$ cat config.mk
export PLATFORM = sky130hd
export DESIGN_NAME = accum_table_ctrl_flat
export DESIGN_NICKNAME = d
export VERILOG_FILES = /design/src/rtl/accum_table_ctrl_if.sv /design/src/rtl/accum_table_ctrl.sv /design/src/flat_wrapper.sv
export SDC_FILE = /design/constraint.sdc
export NUM_CORES = 1
export LEC_CHECK = 0
export CAP_MARGIN = 25
export CORE_ASPECT_RATIO = 1.1
export CORE_MARGIN = 10
export CORE_UTILIZATION = 35
export DETAILED_ROUTE_END_ITERATION = 8
export PLACE_DENSITY = 0.64
export SLEW_MARGIN = 20
export SYNTH_ARGS = -nofsm -noshare
export SYNTH_HDL_FRONTEND = slang
export SYNTH_SLANG_ARGS = --single-unit
$ cat constraint.sdc
create_clock -name clk -period 5.6 [get_ports clk]
set_clock_uncertainty 0.1 [all_clocks]
set_input_delay 0.56 -clock clk [delete_from_list [all_inputs] [get_ports clk]]
set_output_delay 0.56 -clock clk [all_outputs]
set_load 0.02 [all_outputs]
$ cat src/rtl/accum_table_ctrl_if.sv
// Bundle between the matmul control (master) and the accumulator-table
// sequencer (slave). The slave's outputs also fan out to the accumulator
// column bank.
//
// Handshake: clear_start, wr_start and rd_start are single-cycle requests
// that need no acknowledge. A request is taken on a rising edge only while
// busy is low (busy low acts as the ready). A request raised while busy is
// high is dropped, not queued. Every taken request ends with exactly one
// done pulse, unless reset aborts the pass first.
interface accum_table_ctrl_if #(
  parameter int SYS_ARR_COLS = 16,
  parameter int MAX_OUT_ROWS = 128,
  parameter int MAX_OUT_COLS = 128
);
  localparam int NUM_ACCUM_ROWS = MAX_OUT_ROWS * (MAX_OUT_COLS / SYS_ARR_COLS);
  localparam int ADDR_W = $clog2(NUM_ACCUM_ROWS);
  localparam int ROWS_W = $clog2(MAX_OUT_ROWS + 1);

  logic                           clear_start;
  logic                           wr_start;
  logic [ADDR_W-1:0]              wr_base;
  logic [ROWS_W-1:0]              wr_rows;
  logic                           rd_start;
  logic [ADDR_W-1:0]              rd_base;
  logic [ROWS_W-1:0]              rd_rows;
  logic [SYS_ARR_COLS-1:0]        col_wr_en;
  logic [SYS_ARR_COLS*ADDR_W-1:0] col_wr_addr;
  logic [SYS_ARR_COLS-1:0]        col_rd_en;
  logic [ADDR_W-1:0]              rd_addr;
  logic                           rd_valid;
  logic                           table_clear;
  logic                           busy;
  logic                           done;
  logic [2:0]                     dbg_state;

  modport master (
    output clear_start, wr_start, wr_base, wr_rows, rd_start, rd_base, rd_rows,
    input  col_wr_en, col_wr_addr, col_rd_en, rd_addr, rd_valid,
    input  table_clear, busy, done, dbg_state
  );

  modport slave (
    input  clear_start, wr_start, wr_base, wr_rows, rd_start, rd_base, rd_rows,
    output col_wr_en, col_wr_addr, col_rd_en, rd_addr, rd_valid,
    output table_clear, busy, done, dbg_state
  );
endinterface

$ cat src/rtl/accum_table_ctrl.sv
// Accumulator-table sequencer. It skews per-column write enables and
// addresses to follow the systolic array's output wavefront. It also issues
// parallel drain reads and the table-wide clear strobe. All outputs decode
// from state, the pass counter and latched pass parameters only.
module accum_table_ctrl #(
  parameter int SYS_ARR_COLS = 16,
  parameter int MAX_OUT_ROWS = 128,
  parameter int MAX_OUT_COLS = 128
) (
  input  logic               clk,
  input  logic               reset,
  accum_table_ctrl_if.slave  bus
);
  localparam int NUM_ACCUM_ROWS = MAX_OUT_ROWS * (MAX_OUT_COLS / SYS_ARR_COLS);
  localparam int ADDR_W = $clog2(NUM_ACCUM_ROWS);
  localparam int CNT_W  = $clog2(MAX_OUT_ROWS + SYS_ARR_COLS);
  localparam int ROWS_W = $clog2(MAX_OUT_ROWS + 1);

  typedef enum logic [2:0] {
    S_IDLE   = 3'd0,
    S_CLEAR  = 3'd1,
    S_WRITE  = 3'd2,
    S_READ   = 3'd3,
    S_FINISH = 3'd4
  } state_t;

  state_t              state_q, state_d;
  logic [CNT_W-1:0]    t_q, t_d;
  logic [ADDR_W-1:0]   base_q, base_d;
  logic [ROWS_W-1:0]   rows_q, rows_d;
  logic                rd_valid_q;

  logic [31:0]             t_ext;
  logic [31:0]             rows_ext;
  logic                    last_wr;
  logic                    last_rd;
  logic                    rd_en;
  logic [SYS_ARR_COLS-1:0] wr_hit;

  assign t_ext    = 32'(t_q);
  assign rows_ext = 32'(rows_q);
  // The write pass covers rows + SYS_ARR_COLS - 1 cycles so the last column drains.
  assign last_wr  = (t_ext == rows_ext + 32'(SYS_ARR_COLS) - 32'd2);
  assign last_rd  = (t_ext == rows_ext - 32'd1);
  assign rd_en    = (state_q == S_READ);

  // State, pass counter and latched pass parameters.
  always_ff @(posedge clk or posedge reset) begin
    if (reset) begin
      state_q <= S_IDLE;
      t_q     <= '0;
      base_q  <= '0;
      rows_q  <= '0;
    end else begin
      state_q <= state_d;
      t_q     <= t_d;
      base_q  <= base_d;
      rows_q  <= rows_d;
    end
  end

  // Accumulator read data is registered, so valid trails the read enable by one cycle.
  always_ff @(posedge clk or posedge reset) begin
    if (reset) begin
      rd_valid_q <= 1'b0;
    end else begin
      rd_valid_q <= rd_en;
    end
  end

  // Next-state logic: starts are taken only in IDLE with priority clear > write > read.
  always_comb begin
    state_d = state_q;
    t_d     = t_q;
    base_d  = base_q;
    rows_d  = rows_q;
    case (state_q)
      S_IDLE: begin
        t_d = '0;
        if (bus.clear_start) begin
          state_d = S_CLEAR;
        end else if (bus.wr_start) begin
          base_d  = bus.wr_base;
          rows_d  = bus.wr_rows;
          state_d = (bus.wr_rows == '0) ? S_FINISH : S_WRITE;
        end else if (bus.rd_start) begin
          base_d  = bus.rd_base;
          rows_d  = bus.rd_rows;
          state_d = (bus.rd_rows == '0) ? S_FINISH : S_READ;
        end
      end
      S_CLEAR: begin
        state_d = S_FINISH;
      end
      S_WRITE: begin
        t_d = t_q + 1'b1;
        if (last_wr) begin
          t_d     = '0;
          state_d = S_FINISH;
        end
      end
      S_READ: begin
        t_d = t_q + 1'b1;
        if (last_rd) begin
          t_d     = '0;
          state_d = S_FINISH;
        end
      end
      S_FINISH: begin
        state_d = S_IDLE;
      end
      default: begin
        t_d     = '0;
        state_d = S_IDLE;
      end
    endcase
  end

  // Column j sees output row r at pass cycle r + j, so it is live for t in [j, j + rows).
  always_comb begin
    wr_hit = '0;
    for (int j = 0; j < SYS_ARR_COLS; j++) begin
      wr_hit[j] = (state_q == S_WRITE) && (t_ext >= 32'(j)) &&
                  (t_ext < 32'(j) + rows_ext);
    end
  end

  // Output decode; idle columns park their address at the pass base.
  always_comb begin
    bus.col_wr_en   = wr_hit;
    bus.col_wr_addr = '0;
    for (int j = 0; j < SYS_ARR_COLS; j++) begin
      bus.col_wr_addr[j*ADDR_W +: ADDR_W] =
        wr_hit[j] ? (base_q + ADDR_W'(t_q) - ADDR_W'(j)) : base_q;
    end
    bus.col_rd_en   = {SYS_ARR_COLS{rd_en}};
    bus.rd_addr     = rd_en ? (base_q + ADDR_W'(t_q)) : base_q;
    bus.rd_valid    = rd_valid_q;
    bus.table_clear = (state_q == S_CLEAR);
    bus.busy        = (state_q != S_IDLE);
    bus.done        = (state_q == S_FINISH);
    bus.dbg_state   = state_q;
  end
endmodule

$ cat src/flat_wrapper.sv
// flat-port wrapper written by rule: the top's interface ports become plain ports
module accum_table_ctrl_flat 
#(
  parameter int SYS_ARR_COLS = 16,
  parameter int MAX_OUT_ROWS = 128,
  parameter int MAX_OUT_COLS = 128
)
  (clk, reset, bus_clear_start, bus_wr_start, bus_wr_base, bus_wr_rows, bus_rd_start, bus_rd_base, bus_rd_rows, bus_col_wr_en, bus_col_wr_addr, bus_col_rd_en, bus_rd_addr, bus_rd_valid, bus_table_clear, bus_busy, bus_done, bus_dbg_state);
  accum_table_ctrl_if #(.SYS_ARR_COLS(SYS_ARR_COLS), .MAX_OUT_ROWS(MAX_OUT_ROWS), .MAX_OUT_COLS(MAX_OUT_COLS)) bus_i ();
  input  logic clk;
  input  logic reset;
  input wire logic [$bits(bus_i.clear_start)-1:0] bus_clear_start;
  input wire logic [$bits(bus_i.wr_start)-1:0] bus_wr_start;
  input wire logic [$bits(bus_i.wr_base)-1:0] bus_wr_base;
  input wire logic [$bits(bus_i.wr_rows)-1:0] bus_wr_rows;
  input wire logic [$bits(bus_i.rd_start)-1:0] bus_rd_start;
  input wire logic [$bits(bus_i.rd_base)-1:0] bus_rd_base;
  input wire logic [$bits(bus_i.rd_rows)-1:0] bus_rd_rows;
  output wire logic [$bits(bus_i.col_wr_en)-1:0] bus_col_wr_en;
  output wire logic [$bits(bus_i.col_wr_addr)-1:0] bus_col_wr_addr;
  output wire logic [$bits(bus_i.col_rd_en)-1:0] bus_col_rd_en;
  output wire logic [$bits(bus_i.rd_addr)-1:0] bus_rd_addr;
  output wire logic [$bits(bus_i.rd_valid)-1:0] bus_rd_valid;
  output wire logic [$bits(bus_i.table_clear)-1:0] bus_table_clear;
  output wire logic [$bits(bus_i.busy)-1:0] bus_busy;
  output wire logic [$bits(bus_i.done)-1:0] bus_done;
  output wire logic [$bits(bus_i.dbg_state)-1:0] bus_dbg_state;
  assign bus_i.clear_start = bus_clear_start;
  assign bus_i.wr_start = bus_wr_start;
  assign bus_i.wr_base = bus_wr_base;
  assign bus_i.wr_rows = bus_wr_rows;
  assign bus_i.rd_start = bus_rd_start;
  assign bus_i.rd_base = bus_rd_base;
  assign bus_i.rd_rows = bus_rd_rows;
  assign bus_col_wr_en = bus_i.col_wr_en;
  assign bus_col_wr_addr = bus_i.col_wr_addr;
  assign bus_col_rd_en = bus_i.col_rd_en;
  assign bus_rd_addr = bus_i.rd_addr;
  assign bus_rd_valid = bus_i.rd_valid;
  assign bus_table_clear = bus_i.table_clear;
  assign bus_busy = bus_i.busy;
  assign bus_done = bus_i.done;
  assign bus_dbg_state = bus_i.dbg_state;
  accum_table_ctrl #(.SYS_ARR_COLS(SYS_ARR_COLS), .MAX_OUT_ROWS(MAX_OUT_ROWS), .MAX_OUT_COLS(MAX_OUT_COLS)) u_core (.clk(clk), .reset(reset), .bus(bus_i));
endmodule
==> out/results.ini, run 1 <==
[yosys]
ys_async_sr_fraction_pct=100
synth_common_cells=xnor2_1, ha_1, nand2_1
synthesis.nets=1457
synth_area_um2=9660
postSynthAreaPerCell_um2=7.59
yosysMostFrequentCell=xnor2_1
synth.top_cell.area_share_pct=18.5
ys_warn_count=0
synth_edf_count=0
synthesis.instances=1272
ys_top_cells_by_area=ha_1, xnor2_1, mux2_2
netlist.top_cell.by_area=ha_1
yosys_most_used_dff=dfrtp_1
synth.distinct_cells=67
ys_seq_area_share_pct=7.78
ys_ff_latch=30

[final_layout]
n_fill_cell=2695
n_antenna_cell=0
fin_nets=1663
drive_above_1_share_pct=11.5
stdcell_count=1836
syn2layout_area_growth_pct=32.1

[timing]
finalSetupTns_ns=0
rsz0062_at_grt=no
max_freq_mhz=191
slew_viol_final=0
tightest_slew_ns=0.967
whs_ns=0.505
min_period_over_period_pct=93.7
period_needed_ns=5.25
finalHoldViolations=0
finalSetupViolations=0
slew_headroom_pct=35.2

[clocking]
cts.path.max_buffers=2
h-tree-depth=2
cts_tree=yes
cts_setup_buffers=0
cts_buffers=5
clockRootBuffer=clkbuf_16
clock_latency_ns=0.27
clkTransAtPathRegs_ns=0.06
cts_resized=0
cts-hold-fix-buffers=0
cts_num_sinks=30

[setup_path]
rrSetupSlack_ns=1.68
cp_cell_sequence=inv_1, ha_1, a21boi_0, xnor2_1, ha_1, a21o_1, a21oi_1, o21ai_0, a21o_1, a21oi_1, o21a_1, buf_4, mux2_2, clkdlybuf4s50_1
max_stage_delay_ns=0.55
arrival_ns=4.59
start_kind=register
crit_required_ns=4.94
worstSetupPathType=reg2out
r2r_start=u_core.rows_q[5]
crit_family=compound AO/OA/AOI/OAI gates
worst-path-max-fanout=9
cp-end-kind=output port
slowest_stage=clkdlybuf4s50_1
timing.rr.end=u_core.t_q[1]
crit_buf_inv=3
rr_worst_depth=13

[floorplan]
row_count=63
start_util_pct=35.6
die_h_um=194
die_w_um=178
coreArea_um2=27100
dieArea_um2=34600
io_pins=250

[hold_path]
worst_hold_path.endpoint=u_core.base_q[0]
min_path_type=reg2reg
whs_path_depth=2
min_from=u_core.base_q[0]

[detailed_routing]
drt_first_pass_iters=5
routedWlPerCell_um=22.8
wirelength_um=41900
viasPerCell=5.59
ant_nets=0
vias=10300
drt-initial-drc-count=841
drc=0

[placement]
dp_hpwl_um=31600
dp_cells=1827
portBuffers=249
gp_congestion=0.967

[global_routing]
grt_pass1_wl_um=63400
grt_max_degree=31
gr-total-overflow=0
antenna_found_initial=0
grt_pass1_vias=10300
grt.total_usage_pct=23.1

[job]
maxCapViolCount=0

[outcome]
status=finished clean

==> registers in the layout (all words and copies together) (netlist names) <==
name                  count
u_core.base_q            10
u_core.bus.dbg_state      3
u_core.rows_q             8
u_core.t_q                8
u_core.bus.rd_valid       1
==> area by class of cell <==
| type | count | area (µm²) | area share, % |
|---|---|---|---|
| Tap cell | 357 | 447 | 3.50 |
| Sequential cell | 30 | 751 | 5.89 |
| Inverter | 56 | 210 | 1.65 |
| Clock inverter | 2 | 12.5 | 0.0981 |
| Timing Repair Buffer | 311 | 2960 | 23.2 |
| Multi-Input combinational cell | 1074 | 8240 | 64.6 |
| Clock buffer | 6 | 139 | 1.09 |
==> cells by family after synthesis <==
family / synth area share (%)
AOI/OAI and AO/OA: 17.4
xor gates and xnor gates: 16.6
adders and majority gates: 18.7
buffers and inverters: 7.45
DFF: 7.78
muxes: 15.7
and+or+nand+nor: 16.4
==> worst max path at each step <==
| stage | cells past startpoint | slack [ns] | end | startpoint |
|---|---|---|---|---|
| 3_3_place_gp | 14 | 0.82 | bus_col_wr_addr[145] | u_core.rows_q[2] |
| 3_5_place_dp | 9 | 0.70 | bus_col_wr_addr[159] | u_core.t_q[1] |
| 4_1_cts | 9 | 0.38 | bus_col_wr_addr[159] | u_core.t_q[1] |
| 2_1_floorplan | 10 | 0.94 | bus_col_wr_addr[89] | u_core.t_q[3] |
| 5_1_grt | 14 | 0.14 | bus_col_wr_addr[145] | u_core.rows_q[2] |
| 6_report | 14 | 0.35 | bus_col_wr_addr[145] | u_core.rows_q[2] |
==> through the flow <==
stage | utilization [%] | instance area, µm² | setup WS, ns
after global routing | 47.0 | 12800 | 0.138
after CTS | 47.0 | 12700 | 0.384
after detailed placement | 46.4 | 12600 | 0.697
after global placement | 46.4 | 12600 | 0.820
after floorplan | - | 9660 | 0.943
final | 47.0 | 12800 | 0.353
==> placed cells by master (no fill, tap or decap), drive strengths merged, types with 4 or more instances in the layout <==
cell	Yosys	layout
o211ai	10	10
a21oi	100	100
a211o	6	6
nor3	23	23
nor4	18	18
o221ai	4	4
nand4	5	5
nor3b	4	4
clkinv	3	4
xor2	25	25
nor2	87	87
mux2	73	73
a21o	22	22
o21ai	65	65
clkdlybuf4s50	0	249
nor2b	17	17
a31oi	6	6
o21a	11	11
nand2	123	123
or2	4	4
and3	8	8
dfrtp	30	30
a211oi	7	7
a2111oi	6	6
clkbuf	62	6
buf	50	62
inv	53	53
nand2b	8	8
ha	143	143
mux2i	69	69
nand3	32	32
xnor2	156	156
==> per-layer routing <==
metal / GRT usage, % / share of wire, % / up-vias
met5: 0 / 0 / -
met2: 40.1 / 49 / 423
li1: - / - / 4840
met1: 27.4 / 40 / 4909
met4: 7.45 / 3.4 / 0
met3: 4.87 / 7.5 / 85
==> worst reg2reg max path, delay by kind of cell, from the launching register on <==
kind	cells	cell delay (ns)
buffers and inverters	3	0.74
AND/OR/NAND/NOR	6	1.26
AO/OA/AOI/OAI	2	0.35
adder cells (fa/ha/maj)	2	0.60
flip-flops	1	0.73
Power of run 1 is left out: the tool's default activity adds up to more than one toggle a clock period on the data nets, which glitch-free logic cannot reach.
==> inputs of run 2 (changes only) <==
CTS_CLUSTER_DIAMETER = 40   (was not set)
==> results of run 2 <==
No change in the layout: final DEF, timing and power equal those of run 1.
Power of run 2 is left out for the same reason.
